<file path="src/rtl/ifetch_prefetch.sv">
// Sequential instruction prefetch buffer between the CPU fetch port and instruction RAM.
// Latency: buffer hit 1 cycle; miss/flush 3 cycles; each dropped memory response adds 2.
// Backpressure: issue stalls while buffered + in-flight words reach DEPTH; dropped responses replay.
//
// Ports:
//   i_clk, i_reset                  clock, asynchronous active-high reset
//   i_ins_rd_addr/_req              CPU fetch address (held until o_ins_rd_rdy) and request
//   o_ins_rd_data/_rdy              instruction word and registered one-cycle completion pulse
//   o_mem_rd_addr/_req              memory read address and issue strobe
//   i_mem_rd_data/_rdy              memory response, valid one cycle after issue
module ifetch_prefetch #(
  parameter int          DEPTH      = 4,
  parameter logic [15:0] RESET_ADDR = 16'h0000
) (
  input  logic        i_clk,
  input  logic        i_reset,
  input  logic [15:0] i_ins_rd_addr,
  input  logic        i_ins_rd_req,
  output logic [15:0] o_ins_rd_data,
  output logic        o_ins_rd_rdy,
  output logic [15:0] o_mem_rd_addr,
  output logic        o_mem_rd_req,
  input  logic [15:0] i_mem_rd_data,
  input  logic        i_mem_rd_rdy
);

  localparam int PW = $clog2(DEPTH);
  localparam int CW = PW + 1;
  localparam logic [CW-1:0] C_ONE   = 1;
  localparam logic [PW-1:0] P_ONE   = 1;
  localparam logic [CW:0]   C_DEPTH = (CW+1)'(DEPTH);

  logic [15:0]   r_buf [0:DEPTH-1];
  logic [PW-1:0] r_rd_ptr;
  logic [CW-1:0] r_count;
  logic [15:0]   r_ha;
  logic [15:0]   r_fa;
  logic          r_infl;
  logic [15:0]   r_ia;
  logic          r_discard;
  logic          r_busy;
  logic [15:0]   r_ba;
  logic          r_rdy;
  logic [15:0]   r_data;

  logic          w_empty;
  logic          w_resp_ok;
  logic          w_drop;
  logic          w_accept;
  logic          w_hit;
  logic          w_pend;
  logic          w_miss;
  logic          w_busy_head;
  logic          w_bypass;
  logic          w_pop;
  logic          w_push;
  logic          w_deliver;
  logic          w_issue;
  logic [CW:0]   w_occ;
  logic [PW-1:0] w_wr_ptr;
  logic [15:0]   w_head;
  logic [15:0]   w_out_data;

  assign w_empty   = (r_count == '0);
  assign w_head    = r_buf[r_rd_ptr];
  assign w_wr_ptr  = r_rd_ptr + r_count[PW-1:0];

  // A discarded request belongs to a stale address stream: its response is
  // neither stored nor allowed to trigger a replay.
  assign w_resp_ok = r_infl & i_mem_rd_rdy & ~r_discard;
  assign w_drop    = r_infl & ~i_mem_rd_rdy & ~r_discard;

  assign w_accept  = i_ins_rd_req & ~r_busy;
  assign w_hit     = w_accept & ~w_empty & (i_ins_rd_addr == r_ha);
  assign w_pend    = w_accept & w_empty & (i_ins_rd_addr == r_ha) &
                     r_infl & ~r_discard & (r_ia == r_ha);
  assign w_miss    = w_accept & ~w_hit & ~w_pend;

  // Busy completes from the head entry, or straight from the memory
  // response when the buffer is empty (saves a cycle on misses).
  assign w_busy_head = r_busy & ~w_empty & (r_ha == r_ba);
  assign w_bypass    = r_busy & w_empty & w_resp_ok & (r_ia == r_ba);

  assign w_pop      = w_hit | w_busy_head;
  assign w_push     = w_resp_ok & ~w_bypass & ~w_miss;
  assign w_deliver  = w_pop | w_bypass;
  assign w_out_data = w_bypass ? i_mem_rd_data : w_head;

  // count + infl never exceeds DEPTH, so a word issued now always has a slot.
  assign w_occ   = {1'b0, r_count} + {{CW{1'b0}}, r_infl};
  assign w_issue = ~i_reset & ~w_miss & (w_occ < C_DEPTH);

  assign o_mem_rd_req  = w_issue;
  assign o_mem_rd_addr = i_reset ? 16'h0000 : r_fa;
  assign o_ins_rd_rdy  = r_rdy;
  assign o_ins_rd_data = r_data;

  always_ff @(posedge i_clk) begin
    if (w_push) begin
      r_buf[w_wr_ptr] <= i_mem_rd_data;
    end
  end

  always_ff @(posedge i_clk or posedge i_reset) begin
    if (i_reset) begin
      r_rd_ptr  <= '0;
      r_count   <= '0;
      r_ha      <= RESET_ADDR;
      r_fa      <= RESET_ADDR;
      r_infl    <= 1'b0;
      r_ia      <= 16'h0000;
      r_discard <= 1'b0;
      r_busy    <= 1'b0;
      r_ba      <= 16'h0000;
      r_rdy     <= 1'b0;
      r_data    <= 16'h0000;
    end else begin
      if (w_miss) begin
        r_count <= '0;
      end else if (w_push && !w_pop) begin
        r_count <= r_count + C_ONE;
      end else if (!w_push && w_pop) begin
        r_count <= r_count - C_ONE;
      end

      if (w_pop) begin
        r_rd_ptr <= r_rd_ptr + P_ONE;
      end

      if (w_miss) begin
        r_ha <= i_ins_rd_addr;
      end else if (w_deliver) begin
        r_ha <= r_ha + 16'd1;
      end

      // A drop rewinds the issue pointer to the lost word; the request
      // issued alongside it is out of order and gets discarded.
      if (w_miss) begin
        r_fa <= i_ins_rd_addr;
      end else if (w_drop) begin
        r_fa <= r_ia;
      end else if (w_issue) begin
        r_fa <= r_fa + 16'd1;
      end

      r_infl    <= w_issue;
      r_discard <= w_issue & w_drop;
      if (w_issue) begin
        r_ia <= r_fa;
      end

      if (w_pend || w_miss) begin
        r_busy <= 1'b1;
        r_ba   <= i_ins_rd_addr;
      end else if (w_busy_head || w_bypass) begin
        r_busy <= 1'b0;
      end

      r_rdy <= w_deliver;
      if (w_deliver) begin
        r_data <= w_out_data;
      end
    end
  end

endmodule
</file>
<file path="config.mk">
export PLATFORM = sky130hd
export DESIGN_NAME = ifetch_prefetch
export DESIGN_NICKNAME = d
export VERILOG_FILES = /design/src/rtl/ifetch_prefetch.sv
export SDC_FILE = /design/constraint.sdc
export NUM_CORES = 1
export LEC_CHECK = 0
export CAP_MARGIN = 20
export CORE_MARGIN = 8
export CORE_UTILIZATION = 45
export CTS_CLUSTER_DIAMETER = 200
export DETAILED_ROUTE_END_ITERATION = 6
export PLACE_DENSITY = 0.67
export SYNTH_ARGS = -nofsm -noshare
export SYNTH_HDL_FRONTEND = slang
export SYNTH_SLANG_ARGS = --single-unit
export TNS_END_PERCENT = 5
</file>
<file path="constraint.sdc">
create_clock -name i_clk -period 5.6 [get_ports i_clk]
set_clock_uncertainty 0.15 [all_clocks]
set_input_delay 1.12 -clock i_clk [delete_from_list [all_inputs] [get_ports i_clk]]
set_output_delay 1.12 -clock i_clk [all_outputs]
set_load 0.05 [all_outputs]
</file>
==> results.toml <==
[timing]
setup_slack_ps = 925
tightestPinTransition_ps = 944
rsz0062_at_grt = "no"
hold_viol = 0
finalSetupViolCount = 0
slew_violations = 0
slew_headroom_pct = 36.8
hold_ws_ps = 417
finalCritPeriodShare_pct = 83.5
fmax_mhz = 214
min_period_ps = 4670
finalSetupTns_ps = 0

[route]
wl_mm = 18.3
drc = 0
wl_per_cell_um = 20.0
final_antenna_net_count = 0
drt_iter0_markers = 453
vias = 5104
vias_per_cell = 5.55
dr.pass1.iters = 5

[setup_path]
cp.required_ps = 4330
critPathMaxStageDelay_ps = 490
path_class = "input port to output pin"
path_buf_inv = 2
path_cells = "clkdlybuf4s50_1 -> xor2_1 -> nor4_1 -> nand4_1 -> o21a_2 -> nor2b_1 -> buf_12"
start_kind = "input port"
critPathArrivalTime_ps = 3400
slowest_stage = "clkdlybuf4s50_1"
cp_max_fo = 4
crit_family = "simple AND/OR/NAND/NOR gates"
end_kind = "output pin"

[clocking]
ctsResizeCount = 0
clock_path_buffers = 2
cts.sink_count = 153
postCtsSetupBuffers = 0
clk_latency_ps = 430
ctsHoldBuffers = 0
cts_root_buf = "clkbuf_16"
clk_pin_slew_worst_paths_ps = 60
cts_tree = "done"
numCtsBuffers = 17
cts-htree-levels = 4

[cells_and_area]
diodes = 0
final_util_pct = 54.9
stdcell_count = 919
drive_gt1_share_pct = 14.4
fin_nets = 726
syn2layout_area_growth_pct = 19.6

[synth]
synth_compound_area_share_pct = 6.30
netlist_area_mm2 = 0.00761
synth_fa_ha_area_share_pct = 0.756
synth-seq-area-share_pct = 54.5
netlist_instances = 625
synthSimpleGateAreaFrac_pct = 11.8
syn_nets = 665
synthMuxAreaShare_pct = 14.1
synth_seq_cells = 153
synth_area_per_cell_um2 = 12.2
synth_top_family_by_area = "multiplexers"
yosysUniqueCellTypes = 50
yosys_warnings = 0
synth_xor_xnor_area_share_pct = 9.78

[floorplanning]
initial_core_util_pct = 45.9
rows = 47
core_mm2 = 0.0166
num_io_pins = 70
fp.dieW_um = 146
fp.dieH_um = 146
die_area_mm2 = 0.0213

[grt]
grt_start_max_net_pins = 64
grtUsageTotal_pct = 17.7
grt-ovfl-total = 0
antenna_found_initial = 0
grt_pass1_wl_mm = 29.6
grt_pass1_vias = 5191

[run_status]
status = "finished clean"

[place]
dp_hpwl_mm = 12.5
place_inst = 887
place_congestion = 0.926
pre_cts_ws_ps = 790
portBuffers = 69

[power_and_ir_drop]
p_leak_nw = 3.41
vdd_drop_max_mv = 0.268
power_density_mw_per_mm2 = 439

[job]
cap_violations = 0

[hold_path]
min_path_type = "flip-flop to flip-flop"
-- registers in the layout (all words and copies together) (netlist names), 2 cells and up --
register	count
o_ins_rd_data	16
r_rd_ptr	2
r_ia	16
r_ba	16
r_count	3
r_ha	16
r_fa	16
r_buf	64
-- path summary, 6_finish.rpt --
check	slack (ps)	startpoint	to	cells past startpoint
worst max-delay path	930	i_ins_rd_addr[5]	o_mem_rd_req	7
worst min-delay path	420	r_fa[15]	r_ia[15]	1
worst max register to register	1820	r_ha[5]	r_count[1]	10
worst min register to register	420	r_fa[15]	r_ia[15]	1
max in group asynchronous	2970	i_reset	r_ha[10]	3
min in group asynchronous	1500	i_reset	r_fa[4]	2
-- cell type report --
type                            count  area, um^2
Inverter                            9        35.0
Tap cell                          220         275
Fill cell                        1420        7480
Timing Repair Buffer               83         806
Clock buffer                       18         429
Multi-Input combinational cell    422        3270
Clock inverter                     14         136
Sequential cell                   153        4150
-- power breakdown --
part           switching (W)  internal (W)
sequential          0.000361       0.00143
clock               0.000489      0.000621
combinational       0.000559      0.000538
total                0.00141       0.00258
-- cell usage in the layout, fill, tap and decap left out, types with 3 or more instances in the layout --
cell type,netlist,final
nor3_2,1,3
and2_1,5,5
and3_1,11,11
xor2_1,55,55
o21ai_0,35,35
ha_1,3,3
inv_1,8,7
inv_6,0,4
a221o_1,4,4
mux2_1,10,10
nand2_1,50,50
nor2_1,24,24
a21o_1,5,5
buf_4,3,14
nand4_1,10,10
nand2b_1,5,5
xnor2_1,30,30
dfrtp_1,89,89
mux4_2,16,16
clkinvlp_4,0,3
mux2i_1,26,26
edfxtp_1,64,64
clkdlybuf4s50_1,0,68
nor2b_1,21,20
o21ai_1,3,3
nor4_1,13,13
mux2_2,30,30
nor3_1,5,3
nor3b_1,4,4
a21oi_1,11,11
nand3_1,19,19
o211ai_1,5,5
clkbuf_16,0,17
-- logic make-up after synthesis --
group           after synthesis
simple gates                175
fa+ha+maj                     4
compound gates               76
buf+inv                      50
xor+xnor                     85
mux                          82
flops                       153
-- metal layers --
layer,GRT usage (%),routed length [um],vias to the layer above
met5,0,0,-
met2,26.5,8360,149
li1,-,-,2371
met3,4.02,951,23
met1,25.2,8790,2561
met4,5.46,242,0
-- synth_stat cells (all sizes together) --
library cell / instances / share of area (%)
a21oi: 11 / 0.72
nand3b: 2 / 0.20
a22oi: 1 / 0.099
or4b: 1 / 0.13
o31ai: 1 / 0.099
nor3: 6 / 0.46
fa: 1 / 0.26
mux2: 40 / 5.9
ha: 3 / 0.49
nor3b: 4 / 0.39
or3: 1 / 0.082
a211o: 1 / 0.12
a21boi: 1 / 0.099
o21a: 1 / 0.099
o32ai: 2 / 0.33
a32oi: 2 / 0.23
a311oi: 1 / 0.12
or2: 2 / 0.16
and3: 11 / 0.90
a32o: 2 / 0.26
buf: 18 / 1.2
dfrtp: 89 / 29
xnor2: 30 / 3.5
nor4: 13 / 1.1
xor2: 55 / 6.3
nor2b: 21 / 1.7
and2: 5 / 0.41
o211ai: 5 / 0.49
nand4: 10 / 0.82
mux4: 16 / 4.7
nand2b: 5 / 0.41
clkbuf: 23 / 1.1
a21o: 5 / 0.49
inv: 9 / 0.44
a221o: 4 / 0.53
mux2i: 26 / 3.4
or4: 1 / 0.099
nor2: 24 / 1.2
nand2: 50 / 2.5
nand3: 19 / 1.2
o21ai: 38 / 2.5
a22o: 1 / 0.12
edfxtp: 64 / 25
-- through the flow --
step | cell area [um^2] | power (W)
CTS | 9100 | 0.00401
finish | 9100 | 0.00399
global placement | 8540 | 0.00287
detailed placement | 8540 | 0.00289
floorplan | 7610 | 0.00252
global route | 9100 | 0.00419
Power figures use the tool's default switching activity.
